`src/rtl/faims_bridge_if.sv`:
```
// faims_bridge_if: signal bundle between the register-file side and the FAIMS/H-bridge sequencer.
//   master : register-file side (drives enable, parameter set and load strobe)
//   slave  : sequencer side (drives FAIMS switches, H-bridge gates, period strobe, fault)
// Signals:
//   enable        run request; low forces idle and drops every drive
//   par_period    period P in clock cycles
//   par_pulse_len FAIMS high time L in cycles
//   par_work      coil on-time W in cycles
//   par_dead      dead-time D in cycles (only used when FAIMS_DEADTIME_EN is defined)
//   par_load      single-cycle strobe capturing par_* into the shadow set
//   faims_up/faims_down, coil_au/coil_ad/coil_bu/coil_bd  gate-driver pins
//   period_start  single-cycle pulse at the first cycle of every period
//   fault         sticky parameter fault
interface faims_bridge_if #(
  parameter int unsigned PERIOD_W = 10,
  parameter int unsigned WORK_W   = 8,
  parameter int unsigned DEAD_W   = 4
);
  logic                enable;
  logic [PERIOD_W-1:0] par_period;
  logic [PERIOD_W-1:0] par_pulse_len;
  logic [WORK_W-1:0]   par_work;
  logic [DEAD_W-1:0]   par_dead;
  logic                par_load;
  logic                faims_up;
  logic                faims_down;
  logic                coil_au;
  logic                coil_ad;
  logic                coil_bu;
  logic                coil_bd;
  logic                period_start;
  logic                fault;

  modport master (
    output enable, par_period, par_pulse_len, par_work, par_dead, par_load,
    input  faims_up, faims_down, coil_au, coil_ad, coil_bu, coil_bd, period_start, fault
  );

  modport slave (
    input  enable, par_period, par_pulse_len, par_work, par_dead, par_load,
    output faims_up, faims_down, coil_au, coil_ad, coil_bu, coil_bd, period_start, fault
  );
endinterface

```
`src/rtl/faims_bridge_driver.sv`:
```
// faims_bridge_driver: FAIMS HV-switch and coil H-bridge sequencer.
// One FAIMS pulse per period; the coil is driven only in the second half of the period and its
// polarity alternates every period. Parameters are reloaded through a shadow set applied at the
// period wrap, checked against a 50 % duty limit, and an invalid set latches a sticky fault.
// Optional dead-time is compiled in with the macro FAIMS_DEADTIME_EN.
// Ports:
//   clk  system clock
//   rst  asynchronous reset, active-high
//   bus  faims_bridge_if slave modport (enable, parameters, load strobe, drive pins, fault)
module faims_bridge_driver #(
  parameter int unsigned PERIOD_W = 10,
  parameter int unsigned WORK_W   = 8,
  parameter int unsigned DEAD_W   = 4
) (
  input logic           clk,
  input logic           rst,
  faims_bridge_if.slave bus
);

  // One spare bit so H+D+W and L+D never overflow at the maximum period.
  localparam int unsigned CntW = PERIOD_W + 1;
  typedef logic [CntW-1:0] cnt_t;

  typedef struct packed {
    logic [PERIOD_W-1:0] p;
    logic [PERIOD_W-1:0] l;
    logic [WORK_W-1:0]   w;
`ifdef FAIMS_DEADTIME_EN
    logic [DEAD_W-1:0]   d;
`endif
  } par_t;

  typedef enum logic [1:0] {StIdle, StRun, StFault} state_e;

  state_e state_q, state_d;
  cnt_t   cnt_q, cnt_d;
  logic   mode_q, mode_d;
  logic   pending_q, pending_d;
  par_t   act_q, act_d;
  par_t   shadow_q, shadow_d;
  par_t   in_set;

  logic up_q, down_q, drv_a_q, drv_b_q, start_q, fault_q;
  logic up_d, down_d, coil_d, start_d, run_d;
  cnt_t half, len, work;
`ifdef FAIMS_DEADTIME_EN
  cnt_t dead;
`else
  logic unused_dead;
  assign unused_dead = ^bus.par_dead;
`endif

  function automatic logic set_valid(par_t s);
    cnt_t h;
    logic ok;
    h  = cnt_t'(s.p >> 1);
    ok = (cnt_t'(s.p) >= cnt_t'(4)) && (s.l != '0) && (cnt_t'(s.l) <= h) && (cnt_t'(s.w) <= h);
`ifdef FAIMS_DEADTIME_EN
    ok = ok && (cnt_t'(s.l) > cnt_t'(s.d)) && ((cnt_t'(s.w) + cnt_t'(s.d)) <= h);
`endif
    return ok;
  endfunction

  always_comb begin
    in_set   = '0;
    in_set.p = bus.par_period;
    in_set.l = bus.par_pulse_len;
    in_set.w = bus.par_work;
`ifdef FAIMS_DEADTIME_EN
    in_set.d = bus.par_dead;
`endif
  end

  // Next-state logic.
  always_comb begin
    state_d   = state_q;
    cnt_d     = cnt_q;
    mode_d    = mode_q;
    act_d     = act_q;
    shadow_d  = shadow_q;
    pending_d = pending_q;

    // A load always lands in the shadow; a load on the wrap cycle stays pending for the next wrap.
    if (bus.par_load) begin
      shadow_d  = in_set;
      pending_d = 1'b1;
    end

    unique case (state_q)
      StIdle: begin
        cnt_d = '0;
        if (bus.enable) begin
          if (set_valid(in_set)) begin
            state_d   = StRun;
            mode_d    = 1'b1;
            act_d     = in_set;
            // Active set comes straight from the inputs; an older shadow is stale.
            pending_d = bus.par_load;
          end else begin
            state_d = StFault;
          end
        end
      end
      StRun: begin
        if (cnt_q == cnt_t'(act_q.p) - cnt_t'(1)) begin
          cnt_d  = '0;
          mode_d = ~mode_q;
          if (pending_q) begin
            if (set_valid(shadow_q)) begin
              act_d     = shadow_q;
              pending_d = bus.par_load;
            end else begin
              state_d = StFault;
              mode_d  = mode_q;
            end
          end
        end else begin
          cnt_d = cnt_q + cnt_t'(1);
        end
      end
      StFault: cnt_d = '0;
      default: begin
        state_d = StIdle;
        cnt_d   = '0;
      end
    endcase

    if (!bus.enable) begin
      state_d = StIdle;
      cnt_d   = '0;
    end
  end

  // Output decode from the next state so the registered pins line up with cnt_q.
  always_comb begin
    half  = cnt_t'(act_d.p >> 1);
    len   = cnt_t'(act_d.l);
    work  = cnt_t'(act_d.w);
    run_d = (state_d == StRun);
`ifdef FAIMS_DEADTIME_EN
    dead   = cnt_t'(act_d.d);
    up_d   = run_d && (cnt_d >= dead) && (cnt_d < len);
    down_d = run_d && (cnt_d >= len + dead);
    coil_d = run_d && (cnt_d >= half + dead) && (cnt_d < half + dead + work);
`else
    up_d   = run_d && (cnt_d < len);
    down_d = run_d && (cnt_d >= len);
    coil_d = run_d && (cnt_d >= half) && (cnt_d < half + work);
`endif
    start_d = run_d && (cnt_d == '0);
  end

  always_ff @(posedge clk or posedge rst) begin
    if (rst) begin
      state_q   <= StIdle;
      cnt_q     <= '0;
      mode_q    <= 1'b0;
      pending_q <= 1'b0;
      act_q     <= '0;
      shadow_q  <= '0;
      up_q      <= 1'b0;
      down_q    <= 1'b0;
      drv_a_q   <= 1'b0;
      drv_b_q   <= 1'b0;
      start_q   <= 1'b0;
      fault_q   <= 1'b0;
    end else begin
      state_q   <= state_d;
      cnt_q     <= cnt_d;
      mode_q    <= mode_d;
      pending_q <= pending_d;
      act_q     <= act_d;
      shadow_q  <= shadow_d;
      up_q      <= up_d;
      down_q    <= down_d;
      drv_a_q   <= coil_d && mode_d;
      drv_b_q   <= coil_d && !mode_d;
      start_q   <= start_d;
      fault_q   <= (state_d == StFault);
    end
  end

  // Dropping enable releases the pins in the same cycle; enable is a synchronous input, so the
  // gated pins still only change right after a clock edge.
  assign bus.faims_up     = up_q    & bus.enable;
  assign bus.faims_down   = down_q  & bus.enable;
  assign bus.coil_au      = drv_a_q & bus.enable;
  assign bus.coil_bd      = drv_a_q & bus.enable;
  assign bus.coil_ad      = drv_b_q & bus.enable;
  assign bus.coil_bu      = drv_b_q & bus.enable;
  assign bus.period_start = start_q & bus.enable;
  assign bus.fault        = fault_q;

endmodule

```
`src/flat_wrapper.sv`:
```
// flat-port wrapper written by rule: the top's interface ports become plain ports
module faims_bridge_driver_flat 
#(
  parameter int unsigned PERIOD_W = 10,
  parameter int unsigned WORK_W   = 8,
  parameter int unsigned DEAD_W   = 4
)
  (clk, rst, bus_enable, bus_par_period, bus_par_pulse_len, bus_par_work, bus_par_dead, bus_par_load, bus_faims_up, bus_faims_down, bus_coil_au, bus_coil_ad, bus_coil_bu, bus_coil_bd, bus_period_start, bus_fault);
  faims_bridge_if #(.PERIOD_W(PERIOD_W), .WORK_W(WORK_W), .DEAD_W(DEAD_W)) bus_i ();
  input logic clk;
  input logic rst;
  input wire logic [$bits(bus_i.enable)-1:0] bus_enable;
  input wire logic [$bits(bus_i.par_period)-1:0] bus_par_period;
  input wire logic [$bits(bus_i.par_pulse_len)-1:0] bus_par_pulse_len;
  input wire logic [$bits(bus_i.par_work)-1:0] bus_par_work;
  input wire logic [$bits(bus_i.par_dead)-1:0] bus_par_dead;
  input wire logic [$bits(bus_i.par_load)-1:0] bus_par_load;
  output wire logic [$bits(bus_i.faims_up)-1:0] bus_faims_up;
  output wire logic [$bits(bus_i.faims_down)-1:0] bus_faims_down;
  output wire logic [$bits(bus_i.coil_au)-1:0] bus_coil_au;
  output wire logic [$bits(bus_i.coil_ad)-1:0] bus_coil_ad;
  output wire logic [$bits(bus_i.coil_bu)-1:0] bus_coil_bu;
  output wire logic [$bits(bus_i.coil_bd)-1:0] bus_coil_bd;
  output wire logic [$bits(bus_i.period_start)-1:0] bus_period_start;
  output wire logic [$bits(bus_i.fault)-1:0] bus_fault;
  assign bus_i.enable = bus_enable;
  assign bus_i.par_period = bus_par_period;
  assign bus_i.par_pulse_len = bus_par_pulse_len;
  assign bus_i.par_work = bus_par_work;
  assign bus_i.par_dead = bus_par_dead;
  assign bus_i.par_load = bus_par_load;
  assign bus_faims_up = bus_i.faims_up;
  assign bus_faims_down = bus_i.faims_down;
  assign bus_coil_au = bus_i.coil_au;
  assign bus_coil_ad = bus_i.coil_ad;
  assign bus_coil_bu = bus_i.coil_bu;
  assign bus_coil_bd = bus_i.coil_bd;
  assign bus_period_start = bus_i.period_start;
  assign bus_fault = bus_i.fault;
  faims_bridge_driver #(.PERIOD_W(PERIOD_W), .WORK_W(WORK_W), .DEAD_W(DEAD_W)) u_core (.clk(clk), .rst(rst), .bus(bus_i));
endmodule
```
`config.mk`:
```
export PLATFORM = sky130hd
export DESIGN_NAME = faims_bridge_driver_flat
export DESIGN_NICKNAME = d
export VERILOG_FILES = /design/src/rtl/faims_bridge_if.sv /design/src/rtl/faims_bridge_driver.sv /design/src/flat_wrapper.sv
export SDC_FILE = /design/constraint.sdc
export NUM_CORES = 1
export LEC_CHECK = 0
export CAP_MARGIN = 20
export CORE_ASPECT_RATIO = 0.8
export CORE_UTILIZATION = 45
export DETAILED_ROUTE_END_ITERATION = 8
export PLACE_DENSITY = 0.6
export SKIP_CTS_REPAIR_TIMING = 1
export SKIP_LAST_GASP = 1
export SYNTH_ARGS = -nofsm -noshare
export SYNTH_HDL_FRONTEND = slang
export SYNTH_SLANG_ARGS = --single-unit
```
`constraint.sdc`:
```
create_clock -name clk -period 12.51 [get_ports clk]
set_input_delay 1.8765 -clock clk [delete_from_list [all_inputs] [get_ports clk]]
set_output_delay 1.8765 -clock clk [all_outputs]
set_load 0.01 [all_outputs]
```
=== Word-level counts from Yosys, hierarchy flattened ===
Index checks and enable logic that the tools add are counted.

* Word-level logic and storage cells: 94
* Output and inout port bits: 8
* Bits in registers: 77

* $lt $le $gt $ge: 10
* Reduce and logical (&&, ||, !) cells: 20
* Eq/ne operators: 10
* Bitwise operators: 6
* Add/subtract/negate cells: 3
* Mux-type cells: 28

{| class="wikitable"
|+ Operators with widths
! kind !! number
|-
| 28-bit two-way mux || 5
|-
| 28-bit case mux with 2 select lines || 1
|-
| 11-bit two-way mux || 3
|-
| 10-bit by 3-bit >= comparator with 1-bit output, second input constant || 2
|-
| 10-bit by 9-bit <= comparator with 1-bit output || 2
|-
| 10-bit nonzero test || 2
|-
| 8-bit by 9-bit <= comparator with 1-bit output || 2
|-
| 1-bit logical AND || 13
|-
| 11-bit by 1-bit adder with 11-bit output, second input constant || 1
|-
| 11-bit == test || 1
|-
| 11-bit by 10-bit >= comparator with 1-bit output || 1
|-
| 11-bit by 9-bit >= comparator with 1-bit output || 1
|-
| 11-bit logical NOT || 1
|-
| 11-bit by 10-bit less-than comparator with 1-bit output || 1
|-
| 11-bit less-than comparator || 1
|-
| 1-bit two-way mux || 11
|-
| 10-bit by 1-bit subtractor with 11-bit output, second input constant || 1
|-
| 9-bit by 8-bit adder with 10-bit output || 1
|-
| 2-bit two-way mux || 5
|-
| 2-bit by 1-bit != test with 1-bit output, second input constant || 4
|-
| 2-bit case mux with 3 select lines || 1
|-
| 6-bit AND reduction || 1
|-
| 1-bit bitwise AND || 5
|-
| 2-bit by 1-bit == test with 1-bit output, second input constant || 2
|-
| 7 further kinds || 9
|}

=== Logic depth before layout (Yosys ltp) ===
Gate-level depths: netlist of run 1.

* Depth after elaboration: 13
* Gate-level depth with buffers: 29

=== Least setup slack after synthesis of run 1 ===
Ideal clock, no wire load.

* Path kind: input-to-reg
* Start point: input bus_par_period[8]
* End point: register u_core.drv_b_q
* Buffers on the path: 2
* Path slack: 5.570 ns
* Library setup time: 0.068 ns
* Arrival: 6.872 ns
* Cell stages on the path: 28
* Cells stage by stage: inv_1 > ha_1 > a21o_1 > a211oi_1 > nor4b_1 > o2111a_1 > nor2b_1 > buf_2 > buf_2 > mux2i_1 > nor2_1 > a221o_1 > ha_1 > a21o_1 > a21oi_1 > o21bai_1 > a21oi_1 > nor2b_1 > o21a_1 > o21a_1 > or2_2 > ha_1 > nand4_1 > nor3_1 > a221oi_1 > o21ai_0 > a21oi_1 > and4bb_1

{| class="wikitable"
|+ RTL lines
! what !! RTL line !! text
|-
| start, declared || flat_wrapper.sv:13 || <nowiki>input wire logic [$bits(bus_i.par_period)-1:0] bus_par_period;</nowiki>
|-
| end signal, assigned || faims_bridge_driver.sv:177 || <nowiki>drv_b_q <= coil_d && !mode_d;</nowiki>
|-
| end, declared || faims_bridge_driver.sv:43 || <nowiki>logic up_q, down_q, drv_a_q, drv_b_q, start_q, fault_q;</nowiki>
|}

==> flow_metrics.env, run 1 <==
export IMPL_status="finished, final reports clean"
export IMPL_nets=767
export IMPL_powerDensity_nw_per_um2=170
export IMPL_netlist_area_sq_um=5950
export IMPL_die_x_um=131
export IMPL_rr_endpoint="u_core.drv_b_q"
export IMPL_fin_crit_ps=8290
export IMPL_setup_violations_final=0
export IMPL_rsz0062_at_grt="no"
export IMPL_ir_drop_uv=104
export IMPL_r2r_start="u_core.shadow_q[20]"
export IMPL_pre_cts_slack_ps=3980
export IMPL_io_buffers=39
export IMPL_synth_ff_type="dfrtp_1"
export IMPL_grt_pass1_wl_mm=26.7
export IMPL_grt_pass1_vias=4834
export IMPL_r2r_cells=27
export IMPL_dieHeight_um=105
export IMPL_crit_fanout=25
export IMPL_clock_sinks=77
export IMPL_yosysSeqAreaShare_pct=32.4
export IMPL_overflow=0
export IMPL_areaGrowthSynthToFinish_pct=13.7
export IMPL_synth_area_top_cells="dfrtp_1 32%, ha_1 15%, mux2_2 3.4%"
export IMPL_drt_iter0_drc=429
export IMPL_start_kind="input port"
export IMPL_vias=5058
export IMPL_hold_viol=0
export IMPL_io_pins=44
export IMPL_wirelength_mm=16.8
export IMPL_syn_instance_count=636
export IMPL_viasPerCell=6.04
export IMPL_yosys_warnings=0
export IMPL_synth_area_leader_cell="dfrtp_1"
export IMPL_synth_edff_count=0
export IMPL_synth_nets=745
export IMPL_maxCapViolations=0
export IMPL_async_reset_ff_share_pct=100
export IMPL_min_delay_start="u_core.act_q[2]"
export IMPL_die_area_sq_um=13700
export IMPL_hpwl_mm=12.8
export IMPL_antenna_cells=0
export IMPL_finClkSkew_ps=5.86
export IMPL_netlist_area_leader_share_pct=32.4
export IMPL_synth_avg_cell_area_sq_um=9.36
export IMPL_synthDistinctLibCells=67
export IMPL_design_area_sq_um=6770
export IMPL_cts_buffers=9
export IMPL_period_share_pct=66.3
export IMPL_firstDrtPassIters=6
export IMPL_worstHoldPathCells=1
export IMPL_cp_required_ps=12780
export IMPL_antenna_found_initial=0
export IMPL_ys_seq_elements=77
export IMPL_post_route_drc_count=0
export IMPL_wire_per_inst_um=20.0
export IMPL_cp_end_kind="register"
export IMPL_worst_pin_slew_ps=755
export IMPL_routabilityCongestion=0.943
export IMPL_cts_tree="done"
export IMPL_clock_latency_ps=340
export IMPL_p_leak_uw=0.00300
export IMPL_cts_htree_levels=3
export IMPL_fmax_mhz=121
export IMPL_worst_ep_arrival_time_ps=8570
export IMPL_slew_violations=0
export IMPL_placedInstanceArea_sq_um=6440
export IMPL_drtAntennaViolNets=0
export IMPL_clockRootBuffer="clkbuf_16"
export IMPL_cts_clk_slew_worst_paths_ps=60
export IMPL_hold_path_class="register to register"
export IMPL_std_cell_rows=37
export IMPL_coreArea_sq_um=12900
export IMPL_relSlewSlack_pct=49.4
export IMPL_initial_core_util_pct=46.2
export IMPL_r2r_slack_ps=5770
export IMPL_clockBufferDepth=2
export IMPL_drive_gt1_share_pct=8.61
export IMPL_grt_max_degree=78
export IMPL_holdPathEnd="u_core.act_q[2]"
export IMPL_fin_ws_ps=4220
export IMPL_final_cell_mix="77 x dfrtp_1, 72 x ha_1, 43 x nand2_1, 40 x nor2_1, 39 x clkdlybuf4s50_1"
export IMPL_grt_usage_pct=26.1
export IMPL_path_class="input port to register"
export IMPL_mostFrequentLayoutCell="dfrtp_1"
export IMPL_setup_tns_ps=0
final cells by class:
type                            count  area [sq um]
Clock inverter                      4          73.8
Timing Repair Buffer               48           470
Multi-Input combinational cell    485          3710
Inverter                           37           140
Fill cell                        1243          6100
Sequential cell                    77          1930
Clock buffer                       11           233
Tap cell                          175           219
worst max path at each step:
stage                 startpoint             end  slack [ps]  depth (start not counted)
6_report       bus_par_period[8]  u_core.drv_b_q        4220                         28
5_1_grt        bus_par_period[8]  u_core.drv_b_q        3760                         28
4_1_cts        bus_par_period[8]  u_core.drv_b_q        4300                         28
3_5_place_dp   bus_par_period[8]  u_core.drv_b_q        3980                         28
3_3_place_gp   bus_par_period[8]  u_core.drv_a_q        4060                         28
2_1_floorplan  bus_par_period[8]  u_core.drv_b_q        5570                         28
through the flow:
step	hold slack [ps]	utilization [%]	instances	total power [uW]
finish	489	52.6	837	1150
floorplan	449	-	636	734
CTS	485	52.4	836	1150
global placement	467	50.1	821	849
detailed placement	471	50.1	821	864
global route	521	52.6	837	1230
Yosys cell counts (3+ instances only):
cell type,number
a211o_1,3
o21bai_1,3
xor2_1,9
o31ai_1,3
a221oi_2,3
a221o_1,7
mux2_2,18
o21ai_0,28
clkbuf_1,24
a211oi_1,9
nor4b_1,3
nor2b_1,9
a22o_1,18
and3_1,5
a221oi_1,3
o21a_1,8
a21oi_1,22
dfrtp_1,77
nand4_1,12
mux2i_1,16
nand2b_1,7
nor2_1,40
buf_4,3
ha_1,72
o211ai_1,3
xnor2_1,17
nor4_1,13
buf_2,7
nor3_1,8
o22ai_1,16
nand2_1,43
or4_1,3
a21o_1,12
buf_6,3
inv_1,36
a22oi_1,11
and2_1,10
nand3_1,16
logic make-up (layout without fill, tap and decap cells):
| group | count (synthesis) | after routing | share of synthesized area, % |
|---|---|---|---|
| simple gates | 188 | 188 | 16.9 |
| compound gates | 164 | 164 | 19.9 |
| flops | 77 | 77 | 32.4 |
| buf+inv | 74 | 100 | 5.38 |
| fa+ha+maj | 73 | 73 | 15.5 |
| mux | 34 | 34 | 6.10 |
| xor+xnor | 26 | 26 | 3.83 |
state kept, by name (all words and copies together), names as in the netlist:
signal and flops:
u_core.act_q 28, u_core.cnt_q 11, u_core.start_q 1, u_core.mode_q 1, u_core.down_q 1, u_core.state_q 2, u_core.pending_q 1, u_core.up_q 1
u_core.bus.fault 1, u_core.drv_b_q 1, u_core.shadow_q 28, u_core.drv_a_q 1
layer usage:
| layer | global-route usage, % | vias up | share of wire (%) |
|---|---|---|---|
| met3 | 5.02 | 24 | 6.4 |
| met4 | 6.49 | 0 | 1.4 |
| li1 | - | 2405 | - |
| met5 | 0 | - | 0 |
| met1 | 39.4 | 2467 | 49 |
| met2 | 37.7 | 162 | 43 |
critical path, cell delays in order:
cell and delay (ps):
clkdlybuf4s50_1 490, inv_1 140, ha_1 320, a21o_1 180
a211oi_1 320, nor4b_1 400, o2111a_1 260, nor2b_2 140
buf_4 340, and2_1 490, nor2_1 70, buf_4 210
a221o_1 340, ha_1 350, a21oi_1 270, o21bai_1 100
a21oi_1 250, nor2b_1 80, o21a_1 180, o21a_1 180
or2_2 290, ha_1 290, nand4_1 80, nor3_1 70
a221oi_1 240, o21ai_0 140, a21oi_1 200, and4bb_1 230
power breakdown:
part | switching (uW) | total [uW] | internal, uW
registers | 63.4 | 363 | 300
logic | 276 | 506 | 230
clock network | 104 | 278 | 174
total | 444 | 1150 | 704
No activity file was read; power rests on OpenSTA's default activity.
==> run 2: changes to the inputs <==
--- a/config.mk
+++ b/config.mk
@@ -9,7 +9,7 @@
 export CORE_ASPECT_RATIO = 0.8
 export CORE_UTILIZATION = 45
 export DETAILED_ROUTE_END_ITERATION = 8
-export PLACE_DENSITY = 0.6
+export PLACE_DENSITY = 0.62
 export SKIP_CTS_REPAIR_TIMING = 1
 export SKIP_LAST_GASP = 1
 export SYNTH_ARGS = -nofsm -noshare
==> constraint.sdc (replaced) <==
create_clock -name clk -period 7.6 [get_ports clk]
set_input_delay 1.14 -clock clk [delete_from_list [all_inputs] [get_ports clk]]
set_output_delay 1.14 -clock clk [all_outputs]
set_load 0.01 [all_outputs]
==> run 2 against run 1 <==
Against the previous run:
- the run now ends with design-rule violations left
- wire length down 1.2%
- combinational power is 63% higher
- register-to-register slack got worse by 4500 ps
- highest routed layer unchanged
- critical path depth shrank 1
- die area unchanged
- non-clock buffer count rose by 3
- worst setup slack worse by 3700 ps
- clock power increased by 45%
- final cell count rose by 0.48%
- first-iteration DRC count down 31%
- flip-flop and latch count unchanged
- largest cell class unchanged
==> flow_metrics.env, run 2 (same netlist as run 1, synthesis figures left out) <==
export IMPL_maxCapViolations=0
export IMPL_clockRootBuffer="clkbuf_16"
export IMPL_top_regs="u_core.act_q (28), u_core.shadow_q (28), u_core.cnt_q (11)"
export IMPL_fin_crit_ps=7060
export IMPL_die_area_sq_um=13700
export IMPL_firstDrtPassIters=7
export IMPL_die_x_um=131
export IMPL_cts_clk_slew_worst_paths_ps=60
export IMPL_critical_path_top_delay_family="compound AO/OA/AOI/OAI gates"
export IMPL_grt_pass1_vias=4882
export IMPL_cp_slowest_cell="clkdlybuf4s50_1"
export IMPL_p_leak_uw=0.00301
export IMPL_hold_path_class="register to register"
export IMPL_status="finished with violations"
export IMPL_cp_end_kind="register"
export IMPL_clock_sinks=77
export IMPL_clock_latency_ps=340
export IMPL_powerDensity_nw_per_um2=269
export IMPL_dieHeight_um=105
export IMPL_setup_violations_final=0
export IMPL_design_area_sq_um=6780
export IMPL_drive_gt1_share_pct=9.46
export IMPL_overflow=0
export IMPL_areaGrowthSynthToFinish_pct=13.9
export IMPL_comb_power_share_pct=45.3
export IMPL_grt_usage_pct=25.9
export IMPL_viasPerCell=6.03
export IMPL_drt_iter0_drc=297
export IMPL_hpwl_mm=12.8
export IMPL_mostFrequentLayoutCell="dfrtp_1"
export IMPL_io_buffers=39
export IMPL_wirelength_mm=16.5
export IMPL_grt_max_degree=78
export IMPL_p_int_uw=1100
export IMPL_io_pins=44
export IMPL_worst_pin_slew_ps=697
export IMPL_fillers=1223
export IMPL_cts_tree="done"
export IMPL_std_cell_rows=37
export IMPL_nets=770
export IMPL_cp_required_ps=7870
export IMPL_post_route_drc_count=2
export IMPL_hold_viol=0
export IMPL_grt_pass1_wl_mm=26.4
export IMPL_ir_drop_uv=174
export IMPL_relSlewSlack_pct=53.3
export IMPL_routabilityCongestion=0.901
export IMPL_wire_per_inst_um=19.7
export IMPL_coreArea_sq_um=12900
export IMPL_pre_cts_slack_ps=70.3
export IMPL_path_class="input port to register"
export IMPL_vias=5068
export IMPL_cp_slowest_stage_delay_ps=500
export IMPL_setup_tns_ps=0
export IMPL_pwr_share_clk_pct=22.0
export IMPL_antenna_found_initial=0
export IMPL_cp_buffers_inverters=2
export IMPL_violations="design-rule violations"
export IMPL_rsz0062_at_grt="no"
export IMPL_initial_core_util_pct=46.2
export IMPL_crit_fanout=12
export IMPL_worst_ep_arrival_time_ps=7330
export IMPL_holdWs_ps=478
export IMPL_start_kind="input port"
export IMPL_switching_share_pct=40.0
export IMPL_clockBufferDepth=2
export IMPL_p_seq_share_pct=32.7
export IMPL_finClkSkew_ps=4.92
export IMPL_period_share_pct=92.9
export IMPL_slew_violations=0
export IMPL_cts_htree_levels=3
export IMPL_final_cell_mix="77 x dfrtp_1, 72 x ha_1, 43 x nand2_1, 40 x nor2_1, 39 x clkdlybuf4s50_1"
export IMPL_antenna_cells=0
export IMPL_drtAntennaViolNets=0
export IMPL_power_switching_uw=730
export IMPL_fin_ws_ps=542
export IMPL_fmax_mhz=142
export IMPL_fin_util_pct=52.7
export IMPL_cts_buffers=9
export IMPL_placedInstanceArea_sq_um=6470
## run 2: power groups by stage
stage / logic (uW) / clock network, uW / registers (uW)
after floorplan: 662 / 0 / 546
after global placement: 793 / 0 / 597
after detailed placement: 813 / 0 / 601
after CTS: 821 / 412 / 595
after global routing: 934 / 429 / 610
final: 827 / 402 / 597
## run 2: metrics by stage
step / cells / total power [uW]
2_1_floorplan: 636 / 1210
3_3_place_gp: 824 / 1390
6_report: 841 / 1830
5_1_grt: 841 / 1970
3_5_place_dp: 824 / 1410
4_1_cts: 840 / 1830
## run 2: layer usage
metal  vias up  routed length, um  track usage, %
li1       2418                  -               -
met1      2462               8240            38.8
met2       167               7170            37.8
met3        21                920            4.97
met4         0                224            6.40
met5         -                  0               0
## run 2: worst paths after layout
| kind | endpoint | slack (ps) | cells past startpoint | from |
|---|---|---|---|---|
| max in group asynchronous | u_core.act_q[25] | 5880 | 4 | rst |
| min in group asynchronous | u_core.act_q[21] | 1120 | 3 | rst |
| worst min register to register | u_core.act_q[8] | 480 | 1 | u_core.act_q[8] |
| worst max register to register | u_core.drv_a_q | 1240 | 28 | u_core.shadow_q[21] |
| worst min-delay path | u_core.act_q[8] | 480 | 1 | u_core.act_q[8] |
| worst max-delay path | u_core.drv_a_q | 540 | 27 | bus_par_period[8] |
## run 2: final cells by class
class	count	area [sq um]	area share (%)
timing repair buffer	51	500	7.39
clock buffer	9	225	3.32
tap	175	219	3.23
sequential	77	1930	28.4
inverter	37	140	2.07
clock inverter	7	52.6	0.775
multi-input combinational	485	3710	54.8
